===== src/rtl/calendar_counter.sv =====
// Time-of-day and Gregorian date registers (2000-2099) with per-field adjust.
// Latency: one clk; ticks and adjust edges take effect on the sampling edge.
// No backpressure: ticks are accepted every cycle; an adjust edge discards a coincident tick.
module calendar_counter (
    input  logic       clk,
    input  logic       rst_n,
    input  logic       tick_1hz,
    input  logic       run,
    input  logic       up_s,
    input  logic       down_s,
    input  logic       up_m,
    input  logic       down_m,
    input  logic       up_h,
    input  logic       down_h,
    input  logic       up_d,
    input  logic       down_d,
    input  logic       up_mo,
    input  logic       down_mo,
    input  logic       up_y,
    input  logic       down_y,
    output logic [5:0] sec,
    output logic [5:0] min,
    output logic [4:0] hour,
    output logic [4:0] day,
    output logic [3:0] month,
    output logic [6:0] year,
    output logic       century_wrap
);

    // Field i owns bits {2i+1 = down, 2i = up}; index 0 (sec) has highest priority.
    logic [11:0] adj_dat;
    logic [11:0] adj_q;
    logic [11:0] adj_edge;
    logic [5:0]  fld_hit;

    logic [5:0] nxt_sec;
    logic [5:0] nxt_min;
    logic [4:0] nxt_hour;
    logic [4:0] nxt_day;
    logic [3:0] nxt_month;
    logic [6:0] nxt_year;
    logic       nxt_wrap;
    logic [4:0] dim_cur;
    logic [4:0] dim_new;

    assign adj_dat  = {down_y, up_y, down_mo, up_mo, down_d, up_d,
                       down_h, up_h, down_m, up_m, down_s, up_s};
    assign adj_edge = adj_dat & ~adj_q;

    always_comb begin
        for (int i = 0; i < 6; i++) begin
            fld_hit[i] = adj_edge[2*i] | adj_edge[2*i+1];
        end
    end

    function automatic logic [4:0] days_in_month(input logic [3:0] m, input logic [6:0] y);
        case (m)
            4'd2:                      return (y[1:0] == 2'd0) ? 5'd29 : 5'd28;
            4'd4, 4'd6, 4'd9, 4'd11:   return 5'd30;
            default:                   return 5'd31;
        endcase
    endfunction

    function automatic logic [6:0] wrap_step(input logic [6:0] v, input logic [6:0] lo,
                                             input logic [6:0] hi, input logic up);
        if (up) return (v == hi) ? lo : v + 7'd1;
        else    return (v == lo) ? hi : v - 7'd1;
    endfunction

    assign dim_cur = days_in_month(month, year);

    always_comb begin
        nxt_sec   = sec;
        nxt_min   = min;
        nxt_hour  = hour;
        nxt_day   = day;
        nxt_month = month;
        nxt_year  = year;
        nxt_wrap  = 1'b0;
        dim_new   = dim_cur;

        // Up and down together on the winning field cancel; lower fields are still dropped.
        if (fld_hit[0]) begin
            if (adj_edge[0] ^ adj_edge[1])
                nxt_sec = 6'(wrap_step({1'b0, sec}, 7'd0, 7'd59, adj_edge[0]));
        end else if (fld_hit[1]) begin
            if (adj_edge[2] ^ adj_edge[3])
                nxt_min = 6'(wrap_step({1'b0, min}, 7'd0, 7'd59, adj_edge[2]));
        end else if (fld_hit[2]) begin
            if (adj_edge[4] ^ adj_edge[5])
                nxt_hour = 5'(wrap_step({2'b0, hour}, 7'd0, 7'd23, adj_edge[4]));
        end else if (fld_hit[3]) begin
            if (adj_edge[6] ^ adj_edge[7])
                nxt_day = 5'(wrap_step({2'b0, day}, 7'd1, {2'b0, dim_cur}, adj_edge[6]));
        end else if (fld_hit[4]) begin
            if (adj_edge[8] ^ adj_edge[9]) begin
                nxt_month = 4'(wrap_step({3'b0, month}, 7'd1, 7'd12, adj_edge[8]));
                dim_new   = days_in_month(nxt_month, year);
                if (day > dim_new) nxt_day = dim_new;
            end
        end else if (fld_hit[5]) begin
            if (adj_edge[10] ^ adj_edge[11]) begin
                nxt_year = wrap_step(year, 7'd0, 7'd99, adj_edge[10]);
                dim_new  = days_in_month(month, nxt_year);
                if (day > dim_new) nxt_day = dim_new;
            end
        end else if (run && tick_1hz) begin
            if (sec != 6'd59) begin
                nxt_sec = sec + 6'd1;
            end else begin
                nxt_sec = 6'd0;
                if (min != 6'd59) begin
                    nxt_min = min + 6'd1;
                end else begin
                    nxt_min = 6'd0;
                    if (hour != 5'd23) begin
                        nxt_hour = hour + 5'd1;
                    end else begin
                        nxt_hour = 5'd0;
                        if (day != dim_cur) begin
                            nxt_day = day + 5'd1;
                        end else begin
                            nxt_day = 5'd1;
                            if (month != 4'd12) begin
                                nxt_month = month + 4'd1;
                            end else begin
                                nxt_month = 4'd1;
                                if (year != 7'd99) begin
                                    nxt_year = year + 7'd1;
                                end else begin
                                    nxt_year = 7'd0;
                                    nxt_wrap = 1'b1;
                                end
                            end
                        end
                    end
                end
            end
        end
    end

    always_ff @(posedge clk or negedge rst_n) begin
        if (!rst_n) begin
            adj_q        <= '0;
            sec          <= 6'd0;
            min          <= 6'd0;
            hour         <= 5'd0;
            day          <= 5'd1;
            month        <= 4'd1;
            year         <= 7'd0;
            century_wrap <= 1'b0;
        end else begin
            adj_q        <= adj_dat;
            sec          <= nxt_sec;
            min          <= nxt_min;
            hour         <= nxt_hour;
            day          <= nxt_day;
            month        <= nxt_month;
            year         <= nxt_year;
            century_wrap <= nxt_wrap;
        end
    end

endmodule


===== config.mk =====
export PLATFORM = sky130hd
export DESIGN_NAME = calendar_counter
export DESIGN_NICKNAME = d
export VERILOG_FILES = /design/src/rtl/calendar_counter.sv
export SDC_FILE = /design/constraint.sdc
export NUM_CORES = 1
export LEC_CHECK = 0
export ABC_AREA = 0
export CORE_MARGIN = 1.5
export CORE_UTILIZATION = 42
export CTS_BUF_LIST = sky130_fd_sc_hd__clkbuf_8
export CTS_CLUSTER_SIZE = 12
export DETAILED_ROUTE_END_ITERATION = 8
export SETUP_SLACK_MARGIN = 0.4
export SLEW_MARGIN = 25
export SYNTH_ARGS = -nofsm -noshare
export SYNTH_HDL_FRONTEND = slang
export SYNTH_SLANG_ARGS = --single-unit

===== constraint.sdc =====
create_clock -name clk -period 10.5 [get_ports clk]
set_input_delay 2.1 -clock clk [delete_from_list [all_inputs] [get_ports clk]]
set_output_delay 2.1 -clock clk [all_outputs]
set_load 0.02 [all_outputs]

==> results of run 1 <==
[synthesized netlist by cell type (all sizes together), types with 3 or more instances]
cell type / instances / area, um2
a31oi: 7 / 43.8
buf: 9 / 78.8
nand2: 46 / 175
o211ai: 5 / 37.5
a41oi: 6 / 71.3
a211oi: 4 / 35.0
dfrtp: 44 / 1100
xor2: 4 / 35.0
o22ai: 4 / 25.0
nor2b: 16 / 100
and3: 6 / 37.5
mux2i: 5 / 62.6
ha: 24 / 300
nand3: 18 / 90.1
clkbuf: 11 / 41.3
o31ai: 15 / 113
o21ai: 41 / 205
a2bb2oi: 4 / 35.0
a21oi: 37 / 185
inv: 18 / 67.6
and2: 4 / 26.3
or2: 4 / 25.0
or3: 6 / 37.5
nor4: 4 / 25.0
xnor2: 5 / 43.8
a32oi: 3 / 26.3
nand2b: 18 / 115
nand4: 3 / 18.8
nor2: 42 / 160
nor3: 16 / 85.1
[final cells by class]
cell class,count,share of cell area (%)
multi-input cells,390,56.3
flip-flops and latches,46,25.9
repair buffers,50,11.1
well taps,108,3.03
clock buffers,6,1.85
inverters,19,1.60
clock inverters,2,0.281
[registers in the layout, summed over array words and instances, names as in the netlist]
| name | cells |
|---|---|
| min | 6 |
| month | 4 |
| sec | 6 |
| century_wrap | 1 |
| adj_q | 12 |
| day | 5 |
| year | 7 |
| hour | 5 |
[worst max-delay path, stage by stage]
cell and delay, ps:
clkdlybuf4s50_1 420, nand2b_1 230, clkinv_1 300, nand3_1 190
mux2i_1 250, o21bai_1 160, o31a_1 160, ha_1 220
nand2_1 70, o2111a_1 180, o32ai_1 70, a211oi_2 570
o31ai_1 160, a22o_1 260
[metal layers]
metal	vias to the layer above	global-route usage (%)	wire length (um)
li1	1829	-	-
met1	1753	30.8	4900
met2	93	32.4	4460
met3	15	2.77	407
met4	0	7.36	150
met5	-	0	0
[cell families (layout without fill, tap and decap cells)]
kind of cell / count (synthesis) / after routing / synth area share [%]
buffers and inverters: 39 / 77 / 4.96
xor gates and xnor gates: 9 / 9 / 2.04
AOI/OAI and AO/OA: 156 / 156 / 27.3
and+or+nand+nor: 195 / 195 / 26.1
adders and majority gates: 24 / 24 / 7.79
muxes: 6 / 6 / 1.91
DFF: 46 / 46 / 29.9
[path summary, 6_finish.rpt]
kind | start | to | cells past startpoint
worst max register to register | month[0] | day[2] | 13
min in group asynchronous | rst_n | adj_q[9] | 1
worst min register to register | hour[4] | hour[4] | 1
worst max-delay path | up_mo | day[2] | 14
max in group asynchronous | rst_n | min[5] | 2
worst min-delay path | hour[4] | hour[4] | 1
[through the flow]
stage | instance area (um2) | std cells
floorplan | 3860 | 475
global placement | 4360 | 613
detailed placement | 4360 | 613
CTS | 4460 | 621
global route | 4460 | 621
finish | 4460 | 621
[report_power, final]
part | switching [mW] | total [mW] | internal, mW
clock | 0.0627 | 0.116 | 0.0530
sequential | 0.128 | 0.363 | 0.235
combinational | 0.365 | 0.681 | 0.315
total | 0.556 | 1.16 | 0.604
==> out/metrics.csv, run 1 <==
stage,metric,value,unit
cells_and_area,share of cells above drive strength 1,5.65,%
timing,Final TNS setup,0,ps
placed_design,pre-CTS setup slack,5100,ps
power_and_ir_drop,VDD IR-drop max,129,uV
logic_synthesis,"Distinct cells, synth",76,
floorplan,Site Rows,34,
routing,TritonRoute pass-1 iters,7,
logic_synthesis,Synth Warn #,0,
cells_and_area,multi-input logic area,2510,um2
timing,post-route clock period utilization,49.0,%
floorplan,Initial Util,43.8,%
critical_path,Worst R2R Setup Slack,6770,ps
cells_and_area,nets,552,
cells_and_area,Filler cells,832,
routing,routed len/inst,16.0,um
placed_design,port bufs,49,
timing,crit path time final,5150,ps
floorplan,I/O Pins,50,
critical_path,critical path class,input port to flop,
critical_path,Arrival @ worst endpoint,5340,ps
logic_synthesis,register bit total from synthesis,46,
placed_design,final RePlAce weighted congestion,0.885,
clock_network,CTS max path bufs,2,
job,max-capacitance violation count,0,
routing,Post-Route WL,9920,um
routing,initial detailed-routing violation count,214,
critical_path,critical path launch point type,input port,
clock_network,Skew-Pair Late Insertion Delay,300,ps
clock_network,CTS buffer count,5,
timing,worst slew pin tran,804,ps
power_and_ir_drop,Power Dens Cells,260,nW/um2
timing,final hold vios,0,
timing,Hold Slack,534,ps
timing,RSZ-0062 raised after global routing,no,
floorplan,core area,8810,um2
cells_and_area,sequential standard cell area,1150,um2
logic_synthesis,syn_nets,515,
cells_and_area,Layout Utilization,50.6,%
routing,via count,3690,
hold_path,HP Class,flop to flop,
logic_synthesis,synthesized instance count,475,
routing,Residual DRC,2,
timing,Max Freq,194,MHz
routing,vias per inst,5.94,
cells_and_area,Area Growth Syn to Fin,15.6,%
logic_synthesis,mapped cell area,3860,um2
clock_network,# clock sinks,46,
clock_network,cts repair resizes,0,
clock_network,Post-CTS Hold Buffers,0,
cells_and_area,"commonest non-fill, non-tap cells in the layout","48 x clkdlybuf4s50_1, 45 x nand2_1, 44 x dfrtp_1",
routing,post-route ant nets,0,
cells_and_area,"commonest non-fill, non-tap cell in the layout",clkdlybuf4s50_1,
cells_and_area,Antenna diodes,0,
floorplan,DIE WIDTH,98.8,um
outcome,failing checks,DRC,
logic_synthesis,syn_area_per_cell,8.12,um2
clock_network,"CTS clk-pin slew, worst paths",90,ps
clock_network,CTS tree,built,
global_route,pin count of the biggest net entering global routing,26,
global_route,total gr overflow,0,
global_route,initial antenna violation count,0,
timing,Slew Limit Fails,0,
power_and_ir_drop,Power Total,1.16,mW
critical_path,Worst Path Required,10690,ps
clock_network,clk root buf,clkbuf_8,
logic_synthesis,Post-synth top flop,dfrtp_1,
floorplan,die height,98.8,um
logic_synthesis,Async SR Flop Fraction,100,%
placed_design,DP HPWL,7320,um
outcome,outcome,finished with violations,
logic_synthesis,"Seq/Total Area, Yosys",29.9,%
timing,Post-Route Skew,6.46,ps
timing,Final setup viols,0,
clock_network,setup bufs post-CTS,0,
timing,Setup WS post-layout,5350,ps
power_and_ir_drop,leakage power,1.75,nW
clock_network,Clock H-tree levels,2,
global_route,GRT Resource Usage Total,21.2,%
floorplan,die area,9770,um2
critical_path,worst-path fanout max,9,
global_route,first-pass GRT wire length,17000,um
logic_synthesis,number of flops mapped to enable cells by yosys,0,
critical_path,Setup crit end kind,flop,
global_route,vias in the first global route,3599,
timing,max_slew headroom,46.4,%
(Power assumes the default switching activity.)
==> inputs of run 2 (changes only) <==
==> constraint.sdc (replaced) <==
create_clock -name clk -period 5.1 [get_ports clk]
set_input_delay 1.02 -clock clk [delete_from_list [all_inputs] [get_ports clk]]
set_output_delay 1.02 -clock clk [all_outputs]
set_load 0.02 [all_outputs]
==> run 2 against run 1 <==
  * The run still ends with DRC left
  * Critical endpoint unchanged
  * Clock skew shrank 2.9 ps
  * Combinational power rose by 110%
  * Routed wire length is 0.56% higher
  * Non-clock buffer count unchanged
==> out/metrics.csv, run 2 (synthesis results as in run 1) <==
stage,metric,value,unit
timing,max_slew headroom,48.0,%
routing,via count,3703,
global_route,pin count of the biggest net entering global routing,26,
clock_network,clk root buf,clkbuf_8,
global_route,GRT Resource Usage Total,20.9,%
critical_path,R2R Path Start,month[0],
placed_design,pre-CTS setup slack,722,ps
power_and_ir_drop,Seq pwr share,31.2,%
routing,Residual DRC,2,
routing,routed len/inst,16.1,um
cells_and_area,Filler cells,846,
critical_path,Worst R2R Setup Slack,1360,ps
timing,Hold Slack,535,ps
timing,Setup WS post-layout,1010,ps
clock_network,cts repair resizes,0,
floorplan,Site Rows,34,
critical_path,slowest CP cell,a211oi_2,
timing,crit path time final,4090,ps
hold_path,worst hold stages,1,
global_route,vias in the first global route,3508,
power_and_ir_drop,share of total power in the clock network,10.5,%
power_and_ir_drop,Power Total,2.41,mW
outcome,failing checks,DRC,
hold_path,hold_sp,hour[4],
timing,Final setup viols,0,
clock_network,CTS tree,built,
critical_path,Worst Path Required,5290,ps
floorplan,Initial Util,43.8,%
global_route,total gr overflow,0,
clock_network,CTS max path bufs,2,
clock_network,Skew-Pair Late Insertion Delay,300,ps
critical_path,reg2reg path depth,13,
critical_path,Setup crit end kind,flop,
timing,Post-Route Skew,3.53,ps
routing,Post-Route WL,9970,um
power_and_ir_drop,leakage power,1.75,nW
clock_network,CTS buffer count,5,
power_and_ir_drop,Comb power frac,58.3,%
timing,Slew Limit Fails,0,
clock_network,# clock sinks,46,
clock_network,"CTS clk-pin slew, worst paths",90,ps
timing,Max Freq,245,MHz
global_route,initial antenna violation count,0,
critical_path,Buf/Inv on CP,2,
timing,RSZ-0062 raised after global routing,no,
cells_and_area,Biggest register,adj_q,
critical_path,family with the most delay on the worst path,compound AO/OA/AOI/OAI gates,
clock_network,Post-CTS Hold Buffers,0,
cells_and_area,"commonest non-fill, non-tap cells in the layout","48 x clkdlybuf4s50_1, 45 x nand2_1, 44 x dfrtp_1",
power_and_ir_drop,VDD IR-drop max,223,uV
critical_path,crit path cell chain,clkdlybuf4s50_1 -> nand2b_1 -> clkinv_1 -> o21ai_0 -> a22oi_1 -> o31a_1 -> ha_1 -> nand2_1 -> o2111a_1 -> o32ai_1 -> a211oi_2 -> o31ai_1 -> a22o_1,
floorplan,die area,9770,um2
floorplan,DIE WIDTH,98.8,um
timing,Final TNS setup,0,ps
critical_path,critical path class,input port to flop,
placed_design,final RePlAce weighted congestion,0.885,
job,max-capacitance violation count,0,
floorplan,core area,8810,um2
cells_and_area,Antenna diodes,0,
power_and_ir_drop,P_int,1.26,mW
power_and_ir_drop,net switching power figure,1.15,mW
routing,initial detailed-routing violation count,287,
timing,worst slew pin tran,779,ps
timing,post-route clock period utilization,80.2,%
power_and_ir_drop,sw frac,47.7,%
critical_path,Arrival @ worst endpoint,4280,ps
clock_network,Clock H-tree levels,2,
routing,vias per inst,5.96,
routing,post-route ant nets,0,
cells_and_area,Finished Cell Area,4470,um2
cells_and_area,"commonest non-fill, non-tap cell in the layout",clkdlybuf4s50_1,
outcome,outcome,finished with violations,
global_route,first-pass GRT wire length,16800,um
power_and_ir_drop,Power Dens Cells,539,nW/um2
cells_and_area,share of cells above drive strength 1,5.65,%
critical_path,reg-to-reg endpoint,day[2],
clock_network,setup bufs post-CTS,0,
cells_and_area,nets,552,
cells_and_area,Area Growth Syn to Fin,15.9,%
floorplan,die height,98.8,um
floorplan,I/O Pins,50,
critical_path,worst-path fanout max,9,
critical_path,slowest cell delay on critical path,550,ps
placed_design,port bufs,49,
cells_and_area,Regs by FF count,"adj_q x12, year x7",
critical_path,critical path launch point type,input port,
hold_path,HP Class,flop to flop,
cells_and_area,Largest register FFs,12,
placed_design,DP HPWL,7330,um
placed_design,Placement Cell Area,4360,um2
hold_path,Hold EP,hour[4],
timing,final hold vios,0,
routing,TritonRoute pass-1 iters,7,
-- run 2: changes by cell type in the layout (fill, tap and decap cells not counted), sizes merged --
cell / delta
clkbuf: +1
clkinvlp: -1
-- run 2: worst max-delay path by stage --
stage	from	to	cells past startpoint
2_1_floorplan	up_mo	day[1]	12
6_report	up_mo	day[2]	13
4_1_cts	up_mo	day[2]	14
5_1_grt	up_mo	day[2]	14
3_3_place_gp	up_mo	day[2]	14
3_5_place_dp	up_mo	day[2]	14
-- run 2: power by group through the flow --
stage / sequential [mW] / clock [mW] / combinational [mW]
2_1_floorplan: 0.758 / 0 / 0.951
3_3_place_gp: 0.752 / 0 / 1.38
3_5_place_dp: 0.754 / 0 / 1.39
4_1_cts: 0.747 / 0.259 / 1.40
5_1_grt: 0.784 / 0.274 / 1.55
6_report: 0.751 / 0.252 / 1.40
-- run 2: final cells by class --
class                   instances  area (um2)  share of cell area [%]
clock buffers                   7        96.3                    2.16
clock inverters                 1        8.76                   0.196
inverters                      19        71.3                    1.60
multi-input cells             390        2510                    56.2
flip-flops and latches         46        1150                    25.8
well taps                     108         135                    3.02
repair buffers                 50         493                    11.0
-- run 2: metal layers --
| metal | routed length (um) | global-route usage, % | up-vias |
|---|---|---|---|
| met4 | 92 | 6.48 | 0 |
| met3 | 437 | 2.48 | 8 |
| met1 | 4980 | 30.1 | 1752 |
| met2 | 4470 | 32.9 | 113 |
| met5 | 0 | 0 | - |
| li1 | - | - | 1830 |
-- run 2: stage by stage --
| step | utilization, % | instances |
|---|---|---|
| floorplan | - | 475 |
| global placement | 49.6 | 613 |
| detailed placement | 49.6 | 613 |
| CTS | 50.8 | 621 |
| global route | 50.8 | 621 |
| finish | 50.8 | 621 |
